[src/rtl/dac_pkg.sv]
// Shared constants, state type and period helper for the DAC pin driver.
package dac_pkg;

  localparam logic [9:0] DAC_MIDSCALE = 10'h200;
  localparam int         PN9_TAP_A    = 8;
  localparam int         PN9_TAP_B    = 4;

  typedef enum logic [1:0] {
    OFF  = 2'd0,
    WAKE = 2'd1,
    RUN  = 2'd2
  } dac_state_t;

  // Sample period in clocks: a divider of 0 behaves like 1, so the
  // shortest period is two clocks (one low phase, one high phase).
  function automatic int unsigned eff_period(input int unsigned div);
    return (div == 0) ? 32'd2 : div + 32'd1;
  endfunction

endpackage

[src/rtl/dac_sample_fifo.sv]
// Show-ahead sample FIFO: the head entry is always visible on pop_data, so a
// pop and the use of its data happen in the same clock.
module dac_sample_fifo #(
  parameter int DATA_W = 10,
  parameter int DEPTH  = 16
) (
  input  logic                     clk,
  input  logic                     rst_n,
  input  logic                     push,
  input  logic [DATA_W-1:0]        push_data,
  input  logic                     pop,
  input  logic                     flush,
  output logic [DATA_W-1:0]        pop_data,
  output logic [$clog2(DEPTH):0]   level,
  output logic                     full,
  output logic                     empty
);

  localparam int AW    = $clog2(DEPTH);
  localparam int LVL_W = AW + 1;

  logic [DATA_W-1:0] mem [DEPTH];
  logic [AW-1:0]     wr_ptr;
  logic [AW-1:0]     rd_ptr;
  logic              push_ok;
  logic              pop_ok;

  // Full/empty come from the registered level, so a pop never makes room
  // for a push in the same cycle.
  assign full     = (level == LVL_W'(DEPTH));
  assign empty    = (level == '0);
  assign push_ok  = push & ~full & ~flush;
  assign pop_ok   = pop & ~empty & ~flush;
  assign pop_data = mem[rd_ptr];

  // Sample storage; no reset so it can map onto plain RAM.
  always_ff @(posedge clk) begin
    if (push_ok) mem[wr_ptr] <= push_data;
  end

  // Pointer and occupancy bookkeeping; flush overrides push and pop.
  always_ff @(posedge clk or negedge rst_n) begin
    if (!rst_n) begin
      wr_ptr <= '0;
      rd_ptr <= '0;
      level  <= '0;
    end else if (flush) begin
      wr_ptr <= '0;
      rd_ptr <= '0;
      level  <= '0;
    end else begin
      if (push_ok) wr_ptr <= wr_ptr + 1'b1;
      if (pop_ok)  rd_ptr <= rd_ptr + 1'b1;
      case ({push_ok, pop_ok})
        2'b10:   level <= level + 1'b1;
        2'b01:   level <= level - 1'b1;
        default: level <= level;
      endcase
    end
  end

endmodule

[src/rtl/dac_pn_driver.sv]
// DAC pin driver: power sequencing, sample pacing and FIFO/PN9 sample source.
module dac_pn_driver
  import dac_pkg::*;
#(
  parameter int         DATA_W     = 10,
  parameter int         FIFO_DEPTH = 16,
  parameter int         DIV_W      = 8,
  parameter int         WAKE_CYC   = 64,
  parameter logic [8:0] PN_SEED    = 9'h1FF,
  parameter logic       PIN_MD     = 1'b0,
  parameter logic       CLK_MD     = 1'b0
) (
  input  logic                            sys_clk_pin,
  input  logic                            sys_rst_pin,
  input  logic                            ctrl_enable,
  input  logic                            ctrl_pwrdn,
  input  logic                            ctrl_mode,
  input  logic                            ctrl_format,
  input  logic [DIV_W-1:0]                ctrl_div,
  input  logic                            fifo_flush,
  input  logic [DATA_W-1:0]               wr_data,
  input  logic                            wr_valid,
  output logic                            wr_ready,
  output logic [$clog2(FIFO_DEPTH):0]     fifo_level,
  output logic                            underrun_flag,
  input  logic                            underrun_clr,
  output logic                            busy,
  output logic [DATA_W-1:0]               S_Data,
  output logic                            S_DCLKIO,
  output logic                            S_Format,
  output logic                            S_PWRDN,
  output logic                            S_PinMD,
  output logic                            S_ClkMD
);

  localparam int                PER_W    = DIV_W + 1;
  localparam int                WAKE_W   = $clog2(WAKE_CYC + 1);
  localparam logic [DATA_W-1:0] MID      = DATA_W'(DAC_MIDSCALE);
  localparam logic [DATA_W-1:0] MSB_MASK = {1'b1, {(DATA_W-1){1'b0}}};

  dac_state_t        state;
  dac_state_t        state_next;
  logic [8:0]        lfsr;
  logic [PER_W-1:0]  cnt;
  logic [PER_W-1:0]  period;
  logic [WAKE_W-1:0] wake_cnt;
  logic              tick;
  logic              fifo_pop;
  logic              fifo_full;
  logic              fifo_empty;
  logic              underrun_set;
  logic [DATA_W-1:0] fifo_data;
  logic [DATA_W-1:0] pn_sample;
  logic [DATA_W-1:0] next_sample;

  dac_sample_fifo #(
    .DATA_W (DATA_W),
    .DEPTH  (FIFO_DEPTH)
  ) u_fifo (
    .clk       (sys_clk_pin),
    .rst_n     (sys_rst_pin),
    .push      (wr_valid),
    .push_data (wr_data),
    .pop       (fifo_pop),
    .flush     (fifo_flush),
    .pop_data  (fifo_data),
    .level     (fifo_level),
    .full      (fifo_full),
    .empty     (fifo_empty)
  );

  assign wr_ready     = ~fifo_full;
  assign S_PinMD      = PIN_MD;
  assign S_ClkMD      = CLK_MD;
  assign pn_sample    = {lfsr, {(DATA_W-9){1'b0}}};
  assign next_sample  = (ctrl_mode ? pn_sample : fifo_data) ^ (ctrl_format ? MSB_MASK : '0);
  assign fifo_pop     = tick & ~ctrl_mode & ~fifo_empty;
  assign underrun_set = tick & ~ctrl_mode & fifo_empty;

  // Next state and tick strobe. tick marks the edge on which a new sample is
  // launched; the last WAKE cycle launches the first sample so it appears on
  // the pins exactly as RUN begins (cnt==0).
  always_comb begin
    state_next = state;
    tick       = 1'b0;
    if (!ctrl_enable || ctrl_pwrdn) begin
      state_next = OFF;
    end else begin
      case (state)
        OFF:  state_next = WAKE;
        WAKE: begin
          if (wake_cnt == WAKE_W'(WAKE_CYC - 1)) begin
            state_next = RUN;
            tick       = 1'b1;
          end
        end
        RUN:     tick = (cnt == period - 1'b1);
        default: state_next = OFF;
      endcase
    end
  end

  // State register.
  always_ff @(posedge sys_clk_pin or negedge sys_rst_pin) begin
    if (!sys_rst_pin) state <= OFF;
    else              state <= state_next;
  end

  // Pin registers, period divider, wake timer and PN9 generator.
  always_ff @(posedge sys_clk_pin or negedge sys_rst_pin) begin
    if (!sys_rst_pin) begin
      S_Data   <= MID;
      S_DCLKIO <= 1'b0;
      S_PWRDN  <= 1'b1;
      S_Format <= 1'b0;
      busy     <= 1'b0;
      lfsr     <= PN_SEED;
      cnt      <= '0;
      period   <= PER_W'(2);
      wake_cnt <= '0;
    end else begin
      busy     <= (state_next != OFF);
      S_PWRDN  <= (state_next == OFF);
      wake_cnt <= (state == WAKE && state_next == WAKE) ? wake_cnt + 1'b1 : '0;
      if (state == OFF || tick) S_Format <= ctrl_format;

      if (state_next == OFF) begin
        S_Data   <= MID;
        S_DCLKIO <= 1'b0;
        lfsr     <= PN_SEED;
        cnt      <= '0;
      end else if (tick) begin
        // New period: the divider is re-sampled only here.
        S_DCLKIO <= 1'b0;
        cnt      <= '0;
        period   <= PER_W'(eff_period(32'(ctrl_div)));
        if (ctrl_mode) begin
          S_Data <= next_sample;
          lfsr   <= {lfsr[7:0], lfsr[PN9_TAP_A] ^ lfsr[PN9_TAP_B]};
        end else if (!fifo_empty) begin
          S_Data <= next_sample;
        end
      end else if (state == RUN) begin
        cnt <= cnt + 1'b1;
        if (cnt + 1'b1 == (period >> 1)) S_DCLKIO <= 1'b1;
      end
    end
  end

  // Sticky underrun; a new underrun wins over a simultaneous clear.
  always_ff @(posedge sys_clk_pin or negedge sys_rst_pin) begin
    if (!sys_rst_pin)      underrun_flag <= 1'b0;
    else if (underrun_set) underrun_flag <= 1'b1;
    else if (underrun_clr) underrun_flag <= 1'b0;
  end

endmodule

[config.mk]
export PLATFORM = sky130hd
export DESIGN_NAME = dac_pn_driver
export DESIGN_NICKNAME = d
export VERILOG_FILES = /design/src/rtl/dac_pkg.sv /design/src/rtl/dac_sample_fifo.sv /design/src/rtl/dac_pn_driver.sv
export SDC_FILE = /design/constraint.sdc
export NUM_CORES = 1
export LEC_CHECK = 0
export CORE_MARGIN = 1.5
export CORE_UTILIZATION = 65
export CTS_BUF_LIST = sky130_fd_sc_hd__clkbuf_16
export DETAILED_ROUTE_END_ITERATION = 10
export PLACE_DENSITY = 0.92
export SLEW_MARGIN = 30
export SYNTH_ARGS = -nofsm -noshare
export SYNTH_HDL_FRONTEND = slang
export SYNTH_SLANG_ARGS = --single-unit
[constraint.sdc]
create_clock -name sys_clk_pin -period 7.7 [get_ports sys_clk_pin]
set_input_delay 0.77 -clock sys_clk_pin [delete_from_list [all_inputs] [get_ports sys_clk_pin]]
set_output_delay 0.77 -clock sys_clk_pin [all_outputs]
set_load 0.05 [all_outputs]
==> results of run 1 <==
==> stage by stage <==
step,area [sq um],util (%)
floorplan,10200,-
global placement,10800,70.8
detailed placement,10800,70.8
CTS,11500,75.5
global route,11500,75.5
finish,11500,75.5
==> final timing paths <==
kind | start | end | slack [ns] | cells past startpoint
worst max-delay path | period[1] | u_fifo.level[4] | 3.80 | 17
worst min-delay path | sys_rst_pin | u_fifo.wr_ptr[3] | 0.43 | 2
worst max register to register | period[1] | u_fifo.level[4] | 3.80 | 17
worst min register to register | wake_cnt[0] | wake_cnt[0] | 0.48 | 1
max in group asynchronous | sys_rst_pin | u_fifo.rd_ptr[0] | 6.71 | 2
min in group sys_clk_pin | wake_cnt[0] | wake_cnt[0] | 0.48 | 1
==> routing by layer <==
metal	part of all wire (%)	track usage, %
met5	0	0
met3	7.5	4.84
met4	4.0	11.2
met1	34	35.1
met2	54	53.3
==> layout by cell type (no fill, tap or decap), types with 9 or more instances in the layout <==
cell and n:
xor2_1 18, clkbuf_16 23, nor2b_1 11, nor3_1 13
and3_1 11, o21ai_0 16, xnor2_1 27, nand4_1 13
a21oi_1 14, clkdlybuf4s50_1 46, nand3_1 17, mux2i_1 21
mux4_2 50, nand2_1 31, dfstp_2 12, nor2_1 44
dfrtp_1 51, and2_1 9, inv_1 27, ha_1 17
edfxtp_1 160
==> cells by family (layout without fill, tap and decap cells) <==
family	count (synthesis)	in the layout	share of synthesized area [%]
xor gates and xnor gates	45	45	3.87
and+or+nand+nor	185	185	10.2
other	1	3	0.0368
muxes	77	77	13.8
buffers and inverters	56	116	2.52
AOI/OAI and AO/OA	61	61	4.32
DFF	224	224	63.0
adders and majority gates	18	18	2.28
==> power by group <==
group          leakage (nW)  total, W  internal, W  switching, W
registers              2.28   0.00133      0.00132     0.0000156
logic                  1.39  0.000186    0.0000646      0.000121
clock network         0.371   0.00104     0.000584      0.000459
total                  4.05   0.00256      0.00196      0.000596
==> registers in the layout, summed over array words and instances (netlist names) <==
name / count
u_fifo.mem: 160
underrun_flag: 1
cnt: 9
busy: 1
u_fifo.rd_ptr: 4
S_Format: 1
u_fifo.wr_ptr: 4
S_DCLKIO: 1
period: 9
state: 2
S_PWRDN: 1
wake_cnt: 7
S_Data: 10
lfsr: 9
u_fifo.level: 5
==> critical path: stages (launching register included) <==
cell,delay (ns)
dfstp_2,0.57
inv_1,0.08
ha_1,0.23
nor2b_1,0.17
and2_1,0.18
o211ai_1,0.27
a21oi_2,0.20
nor3_4,0.33
nand2_1,0.15
inv_1,0.13
ha_1,0.27
nor2b_1,0.16
o21ai_0,0.24
nand2b_1,0.15
nand4_1,0.12
nand3_1,0.09
a311oi_1,0.29
nand4_1,0.14
==> area by class of cell <==
| class | count | area, sq um |
|---|---|---|
| flip-flops and latches | 224 | 6420 |
| fillers | 818 | 3730 |
| multi-input cells | 388 | 3540 |
| clock buffers | 23 | 576 |
| repair buffers | 53 | 510 |
| well taps | 211 | 264 |
| clock inverters | 19 | 134 |
| inverters | 21 | 78.8 |
| diodes | 1 | 2.50 |
==> metrics.md, run 1 <==
| Metric | Value |
|---|---|
| Run status | `completed` |
| Worst-Skew Late Latency | `0.52 ns` |
| Width of the die | `128 um` |
| Core Region | `0.0153 sq mm` |
| Fraction of layout cells with a size suffix above 1 | `18.0%` |
| Flops & latches, synth | `224` |
| Setup Skew | `0.0151 ns` |
| Clock buffer depth | `3` |
| Vias in the first global route | `6292` |
| Hold WS | `0.429 ns` |
| Pre-Repair DR Iteration Count | `7` |
| Post_cts resized | `0` |
| Worst hold path type | `input port to async pin` |
| Worst slack, placed | `3.47 ns` |
| Startpoint types | `flop` |
| CTS tree | `done` |
| Total CTS buffers | `23` |
| Mapped Cells | `667` |
| Non-filler cells, final | `940` |
| Crit path required time | `8.08 ns` |
| Hold_buf cts | `0` |
| Initial antenna violation count | `1` |
| Pins Over Slew Limit | `0` |
| Ys async rst share | `28.6%` |
| Port Buf Inserts | `47` |
| Fin Setup TNS | `0 ns` |
| Clk slew on worst S/H paths | `0.06 ns` |
| Seq/Total Area, Yosys | `63.0%` |
| I/O pin count | `50` |
| Post-Synthesis Cell Area | `0.0102 sq mm` |
| Post-CTS setup buffer count | `0` |
| Synth-to-layout area growth | `13.1%` |
| Via density per instance | `6.53` |
| Slew margin rel. | `38.7%` |
| Top-count cell post-synth | `edfxtp_1` |
| Critical path class | `flop to flop` |
| Share of the synthesized area in the top cell type | `47.2%` |
| Tmin final | `3.90 ns` |
| Drt initial violations | `594` |
| Detail Placement HPWL | `13.8 mm` |
| Worst setup margin | `3.80 ns` |
| Crit end category | `flop` |
| Max H-tree Level | `1` |
| Largest net degree at the start of global routing | `65` |
| Final-report hold violation count | `0` |
| Wirelength, routed | `22.9 mm` |
| Yosys top cell by area | `edfxtp_1` |
| Lkg Pwr | `4.05 nW` |
| RSZ-0062 raised after global routing | `no` |
| Main flop type after synthesis | `edfxtp_1` |
| Crit path DAT | `4.28 ns` |
| Number of synthesis warnings | `0` |
| Mapped Avg Cell Area | `15.3 sq um` |
| Gr ovfl total | `0` |
| Routed Antenna Nets | `0` |
| Wire length per cell | `24.3 um` |
| Crit Path Max Fanout | `6` |
| Via count | `6139` |
| Inst Count DP | `896` |
| Most frequent cells after synthesis | `edfxtp_1, dfrtp_1, mux4_2` |
| Library cells used by synthesis | `67` |
| Post-synth EDFFs | `160` |
| Row cnt | `45` |
| First-pass GRT wire length | `35.6 mm` |
| CTS root buf | `clkbuf_16` |
| CTS Sinks | `224` |
| Die area | `0.0164 sq mm` |
| Slew @ Worst Pin | `0.917 ns` |
| Tcrit/Tclk final | `50.6%` |
| GR Util All Layers | `29.3%` |
| Largest vdd supply drop | `207 uV` |
| PD cells | `222 mW/mm^2` |
| Max cap viols | `0` |
| DIE HEIGHT | `128 um` |
| Peak Freq | `257 MHz` |
| Synth area leaders | `edfxtp_1, dfrtp_1, mux4_2` |
| Gpl congestion | `0.852` |
| Layout Nets | `756` |
| Starting Density | `66.8%` |
| DRC violations left | `0` |
| Total power | `0.00256 W` |
| # setup viols final | `0` |
No activity file was read; power rests on OpenSTA's default activity.
==> inputs of run 2 (changes only) <==
--- a/config.mk
+++ b/config.mk
@@ -6,10 +6,10 @@
 export NUM_CORES = 1
 export LEC_CHECK = 0
 export CORE_MARGIN = 1.5
-export CORE_UTILIZATION = 65
+export CORE_UTILIZATION = 60
 export CTS_BUF_LIST = sky130_fd_sc_hd__clkbuf_16
 export DETAILED_ROUTE_END_ITERATION = 10
-export PLACE_DENSITY = 0.92
+export PLACE_DENSITY = 0.86
 export SLEW_MARGIN = 30
 export SYNTH_ARGS = -nofsm -noshare
 export SYNTH_HDL_FRONTEND = slang
==> constraint.sdc (replaced) <==
create_clock -name sys_clk_pin -period 3.8 [get_ports sys_clk_pin]
set_input_delay 0.38 -clock sys_clk_pin [delete_from_list [all_inputs] [get_ports sys_clk_pin]]
set_output_delay 0.38 -clock sys_clk_pin [all_outputs]
set_load 0.05 [all_outputs]
==> run 2 against run 1 <==
Against the previous run: sequential cell count unchanged; sequential power increased by 100%; global-route usage down 2.6 points; critical path depth did not move; die area rose by 8.1%; first-iteration DRC count is 9.1% lower; critical endpoint unchanged; largest power group unchanged; highest routed layer unchanged.
==> metrics.md, run 2 (synthesis gave the netlist of run 1 again) <==
| Metric | Value |
|---|---|
| Via density per instance | `6.42` |
| Core Region | `0.0166 sq mm` |
| Pins Over Slew Limit | `0` |
| Slew margin rel. | `44.2%` |
| Pre-Repair DR Iteration Count | `5` |
| Detail Placement HPWL | `14.1 mm` |
| Max reg flops | `160` |
| Critical path class | `flop to flop` |
| Worst-path cell chain | `inv_1 -> ha_1 -> nor2b_1 -> and2_1 -> o211ai_1 -> buf_4 -> a21oi_4 -> nor3_4 -> nand2_1 -> inv_1 -> ha_1 -> nor2b_1 -> o21ai_0 -> nor2b_2 -> nand2_1 -> or4_1 -> nand4_1` |
| Slowest CP cell | `dfstp_2` |
| Row cnt | `47` |
| Largest net degree at the start of global routing | `40` |
| GR Util All Layers | `26.6%` |
| Most frequent cells in the layout | `edfxtp_1, dfrtp_1, mux4_2` |
| Drt initial violations | `540` |
| Final-report hold violation count | `0` |
| I/O pin count | `50` |
| Crit end category | `flop` |
| Initial antenna violation count | `0` |
| Crit Path Max Fanout | `6` |
| Width of the die | `133 um` |
| Crit path DAT | `4.15 ns` |
| Port Buf Inserts | `47` |
| Synth-to-layout area growth | `14.7%` |
| Reg area | `0.00642 sq mm` |
| Peak Freq | `271 MHz` |
| Comb power frac | `7.3%` |
| Met1 usage | `32.3%` |
| Ant. Diodes | `0` |
| Die area | `0.0178 sq mm` |
| Commonest non-fill, non-tap cell in the layout | `edfxtp_1` |
| Worst hold path type | `input port to async pin` |
| Setup Skew | `0.00873 ns` |
| Inst Count DP | `919` |
| Wirelength, routed | `22.8 mm` |
| Vias in the first global route | `6372` |
| Fill cells | `1038` |
| CTS tree | `done` |
| Gr ovfl total | `0` |
| Non-filler cells, final | `960` |
| Starting Density | `61.4%` |
| Worst path max stage delay | `0.58 ns` |
| R2R cell count | `17` |
| Run status | `completed` |
| Tmin final | `3.69 ns` |
| Gpl congestion | `0.875` |
| CTS Sinks | `224` |
| Clock buffer depth | `3` |
| Crit path required time | `4.26 ns` |
| First-pass GRT wire length | `35.7 mm` |
| Switching portion of total power | `22.8%` |
| Startpoint types | `flop` |
| Fin Setup TNS | `0 ns` |
| Met3 global-route usage | `4.03%` |
| Max H-tree Level | `1` |
| # setup viols final | `0` |
| Design internal power | `0.00411 W` |
| Total CTS buffers | `23` |
| Wire length per cell | `23.8 um` |
| Max cap viols | `0` |
| Routed Antenna Nets | `0` |
| NetSw | `0.00121 W` |
| PD cells | `456 mW/mm^2` |
| Clk pwr share | `42.0%` |
| Largest Register | `u_fifo.mem` |
| Via count | `6161` |
| Tcrit/Tclk final | `97.1%` |
| Lkg Pwr | `4.14 nW` |
| Top flop regs | `u_fifo.mem x160, S_Data x10` |
| Worst-Skew Late Latency | `0.53 ns` |
| Layout Nets | `771` |
| Fraction of layout cells with a size suffix above 1 | `19.6%` |
| Gr busiest metal | `met2` |
| Area occupied by multi-input gates | `0.00354 sq mm` |
| Largest vdd supply drop | `441 uV` |
| Slew @ Worst Pin | `0.838 ns` |
| Share of power burned in registers | `50.7%` |
| DIE HEIGHT | `133 um` |
| Clk slew on worst S/H paths | `0.06 ns` |
| CTS root buf | `clkbuf_16` |
| DRC violations left | `0` |
| GR Layer Usage met2 | `47.6%` |
==> run 2: area by class of cell <==
type / instances / share of cell area, %
repair buffers: 68 / 5.36
multi-input cells: 388 / 30.3
clock buffers: 23 / 4.93
well taps: 220 / 2.36
clock inverters: 16 / 1.39
inverters: 21 / 0.675
flip-flops and latches: 224 / 55.0
==> run 2: critical path, delay by kind of cell (launching register included) <==
kind	cells	cell delay, ns
compound gates	3	0.49
fa+ha+maj	2	0.50
buf+inv	3	0.36
flops	1	0.58
simple gates	9	1.69
==> run 2: what timing repair did <==
action,in CTS,in global routing
hold buffers,1,0
resized for setup,0,3
endpoints found under the hold margin,24,0
buffers inserted,0,1
setup endpoints to repair,0,1
==> run 2: path summary, 6_finish.rpt <==
| path | startpoint | to | slack, ns |
|---|---|---|---|
| min reg2reg | wake_cnt[0] | wake_cnt[0] | 0.47 |
| min in group sys_clk_pin | underrun_clr | underrun_flag | 0.46 |
| max | period[1] | u_fifo.level[4] | 0.11 |
| max reg2reg | period[1] | u_fifo.level[4] | 0.11 |
| min | sys_rst_pin | period[2] | 0.38 |
| max in group asynchronous | sys_rst_pin | lfsr[7] | 2.49 |
==> run 2: per-stage QoR <==
stage / cell area (sq um) / hold slack, ns / worst slack, ns / utilization (%) / power (W)
finish: 11700 / 0.382 / 0.112 / 70.4 / 0.00532
global placement: 10900 / 0.396 / 0.310 / 65.8 / 0.00310
detailed placement: 10900 / 0.404 / 0.115 / 65.8 / 0.00312
CTS: 11700 / 0.394 / 0.0271 / 70.3 / 0.00535
floorplan: 10200 / 0.0844 / 0.365 / - / 0.00296
global route: 11700 / 0.448 / -0.0265 / 70.4 / 0.00545
==> run 2: metal layers <==
| layer | vias up | wire [um] |
|---|---|---|
| met3 | 83 | 1500 |
| li1 | 2667 | - |
| met5 | - | 0 |
| met2 | 319 | 12100 |
| met1 | 3092 | 8220 |
| met4 | 0 | 1050 |
==> run 2: power by group through the flow <==
| stage | registers [W] | clock network [W] | logic [W] |
|---|---|---|---|
| after floorplan | 0.00277 | 0 | 0.000187 |
| after global placement | 0.00274 | 0 | 0.000357 |
| after detailed placement | 0.00275 | 0 | 0.000378 |
| after CTS | 0.00270 | 0.00226 | 0.000387 |
| after global routing | 0.00270 | 0.00234 | 0.000416 |
| final | 0.00270 | 0.00223 | 0.000389 |
==> inputs of run 3 (changes only) <==
--- a/config.mk
+++ b/config.mk
@@ -5,12 +5,11 @@
 export SDC_FILE = /design/constraint.sdc
 export NUM_CORES = 1
 export LEC_CHECK = 0
-export CORE_MARGIN = 1.5
-export CORE_UTILIZATION = 60
+export CORE_UTILIZATION = 30
 export CTS_BUF_LIST = sky130_fd_sc_hd__clkbuf_16
 export DETAILED_ROUTE_END_ITERATION = 10
-export PLACE_DENSITY = 0.86
-export SLEW_MARGIN = 30
+export PLACE_DENSITY = 0.52
+export SLEW_MARGIN = 20
 export SYNTH_ARGS = -nofsm -noshare
 export SYNTH_HDL_FRONTEND = slang
 export SYNTH_SLANG_ARGS = --single-unit
==> run 3 against run 2 <==
Against the previous run: maximum frequency is 5.8% higher; clock skew grew 0.0045 ns; sequential power hardly changed; global-route usage shrank 14 points; hold slack got worse by 0.36 ns; first-iteration DRC count down 38%; largest power group unchanged; highest routed layer unchanged.
==> metrics.md, run 3 (synthesis gave the netlist of run 1 again) <==
| Metric | Value |
|---|---|
| PD cells | `450 mW/mm^2` |
| Peak Freq | `287 MHz` |
| Wirelength, routed | `21.8 mm` |
| Core Region | `0.0334 sq mm` |
| Inst Count DP | `1146` |
| Critical path class | `flop to flop` |
| CTS root buf | `clkbuf_16` |
| Clock buffer depth | `3` |
| Fin Setup TNS | `0 ns` |
| Wire length per cell | `18.3 um` |
| First-pass GRT wire length | `34.1 mm` |
| Tcrit/Tclk final | `91.8%` |
| Max H-tree Level | `1` |
| Largest Register | `u_fifo.mem` |
| Routed Antenna Nets | `0` |
| Gpl congestion | `0.791` |
| RSZ-0062 raised after global routing | `no` |
| Width of the die | `186 um` |
| Post_cts resized | `0` |
| GR Util All Layers | `12.9%` |
| CTS tree | `done` |
| Vias in the first global route | `5831` |
| Row cnt | `67` |
| Worst setup margin | `0.313 ns` |
| Largest vdd supply drop | `311 uV` |
| Die area | `0.0347 sq mm` |
| Starting Density | `30.5%` |
| Non-filler cells, final | `1192` |
| Setup Skew | `0.0132 ns` |
| Layout Nets | `770` |
| Fraction of layout cells with a size suffix above 1 | `19.8%` |
| R2R cell count | `16` |
| DRC violations left | `0` |
| Slew @ Worst Pin | `0.862 ns` |
| Gr ovfl total | `0` |
| Commonest non-fill, non-tap cell in the layout | `edfxtp_1` |
| Startpoint types | `flop` |
| Total CTS buffers | `25` |
| Via density per instance | `4.78` |
| Largest net degree at the start of global routing | `65` |
| CTS Sinks | `224` |
| Worst slack, placed | `0.233 ns` |
| Worst-Skew Late Latency | `0.53 ns` |
| Most frequent cells in the layout | `edfxtp_1, dfrtp_1, mux4_2` |
| Port Buf Inserts | `47` |
| DIE HEIGHT | `186 um` |
| Pre-Repair DR Iteration Count | `4` |
| Hold_buf cts | `0` |
| Clk slew on worst S/H paths | `0.06 ns` |
| Worst reg2reg setup slack | `0.31 ns` |
| Worst r2r src | `period[1]` |
| Crit path DAT | `3.95 ns` |
| Slew margin rel. | `42.5%` |
| Crit path required time | `4.27 ns` |
| Synth-to-layout area growth | `17.8%` |
| Initial antenna violation count | `0` |
| Ant. Diodes | `0` |
| R2r endpoint | `u_fifo.level[4]` |
| Max reg flops | `160` |
| Pins Over Slew Limit | `0` |
| Worst hold path type | `input port to async pin` |
| Crit end category | `flop` |
| Post-CTS setup buffer count | `0` |
| Final-report hold violation count | `0` |
| Lkg Pwr | `4.16 nW` |
| Crit Path Max Fanout | `5` |
| Run status | `completed` |
| Detail Placement HPWL | `14.4 mm` |
| Top flop regs | `u_fifo.mem x160, S_Data x10` |
| Tmin final | `3.49 ns` |
| # setup viols final | `0` |
| Drt initial violations | `335` |
| Max cap viols | `0` |
| I/O pin count | `50` |
| Via count | `5701` |
-- run 3: power by group --
part | total (W) | internal, W | switching, W
registers | 0.00269 | 0.00267 | 0.0000294
logic | 0.000384 | 0.000135 | 0.000249
clock network | 0.00232 | 0.00134 | 0.000977
-- run 3: through the flow --
| step | total power, W | hold slack, ns | cell area, sq um | util, % |
|---|---|---|---|---|
| 2_1_floorplan | 0.00296 | 0.0844 | 10200 | - |
| 3_3_place_gp | 0.00313 | 0.437 | 11200 | 33.5 |
| 3_5_place_dp | 0.00313 | 0.449 | 11200 | 33.5 |
| 4_1_cts | 0.00547 | 0.0761 | 12000 | 35.9 |
| 5_1_grt | 0.00559 | 0.124 | 12000 | 35.9 |
| 6_report | 0.00539 | 0.0260 | 12000 | 35.9 |
-- run 3: cell type report --
cell class / count / area [sq um]
sequential: 224 / 6420
clock inverter: 21 / 166
tap: 448 / 561
clock buffer: 25 / 626
fill: 3170 / 21400
multi-input combinational: 388 / 3530
timing repair buffer: 65 / 613
inverter: 21 / 78.8
-- run 3: how the worst max path moves through the flow --
| stage | start | slack [ns] | end | cells after the start |
|---|---|---|---|---|
| final | period[1] | 0.31 | u_fifo.level[4] | 16 |
| after global routing | period[1] | 0.03 | u_fifo.level[4] | 16 |
| after CTS | period[1] | 0.30 | u_fifo.level[4] | 16 |
| after detailed placement | ctrl_pwrdn | 0.23 | u_fifo.level[4] | 15 |
| after global placement | ctrl_pwrdn | 0.28 | u_fifo.level[4] | 15 |
| after floorplan | u_fifo.level[1] | 0.37 | u_fifo.mem[11][0] | 6 |
-- run 3: per-layer routing --
metal / vias up / share of wire (%) / GRT usage [%]
met5: - / 0 / 0
met4: 0 / 1.7 / 3.48
met3: 28 / 4.6 / 1.95
met2: 108 / 46 / 20.3
met1: 2908 / 48 / 18.6
li1: 2657 / - / -
-- run 3: worst max-delay path, cell delays in order, from the launching register on --
cell,delay [ns]
dfstp_2,0.57
inv_1,0.07
ha_1,0.21
nor2b_1,0.16
and2_1,0.17
o211ai_1,0.29
a21oi_2,0.13
nor3_4,0.21
nand2_1,0.11
inv_1,0.11
ha_1,0.27
nor2b_1,0.14
o21ai_0,0.19
nor2b_1,0.24
nand2_1,0.07
or4_1,0.40
nand4_1,0.09
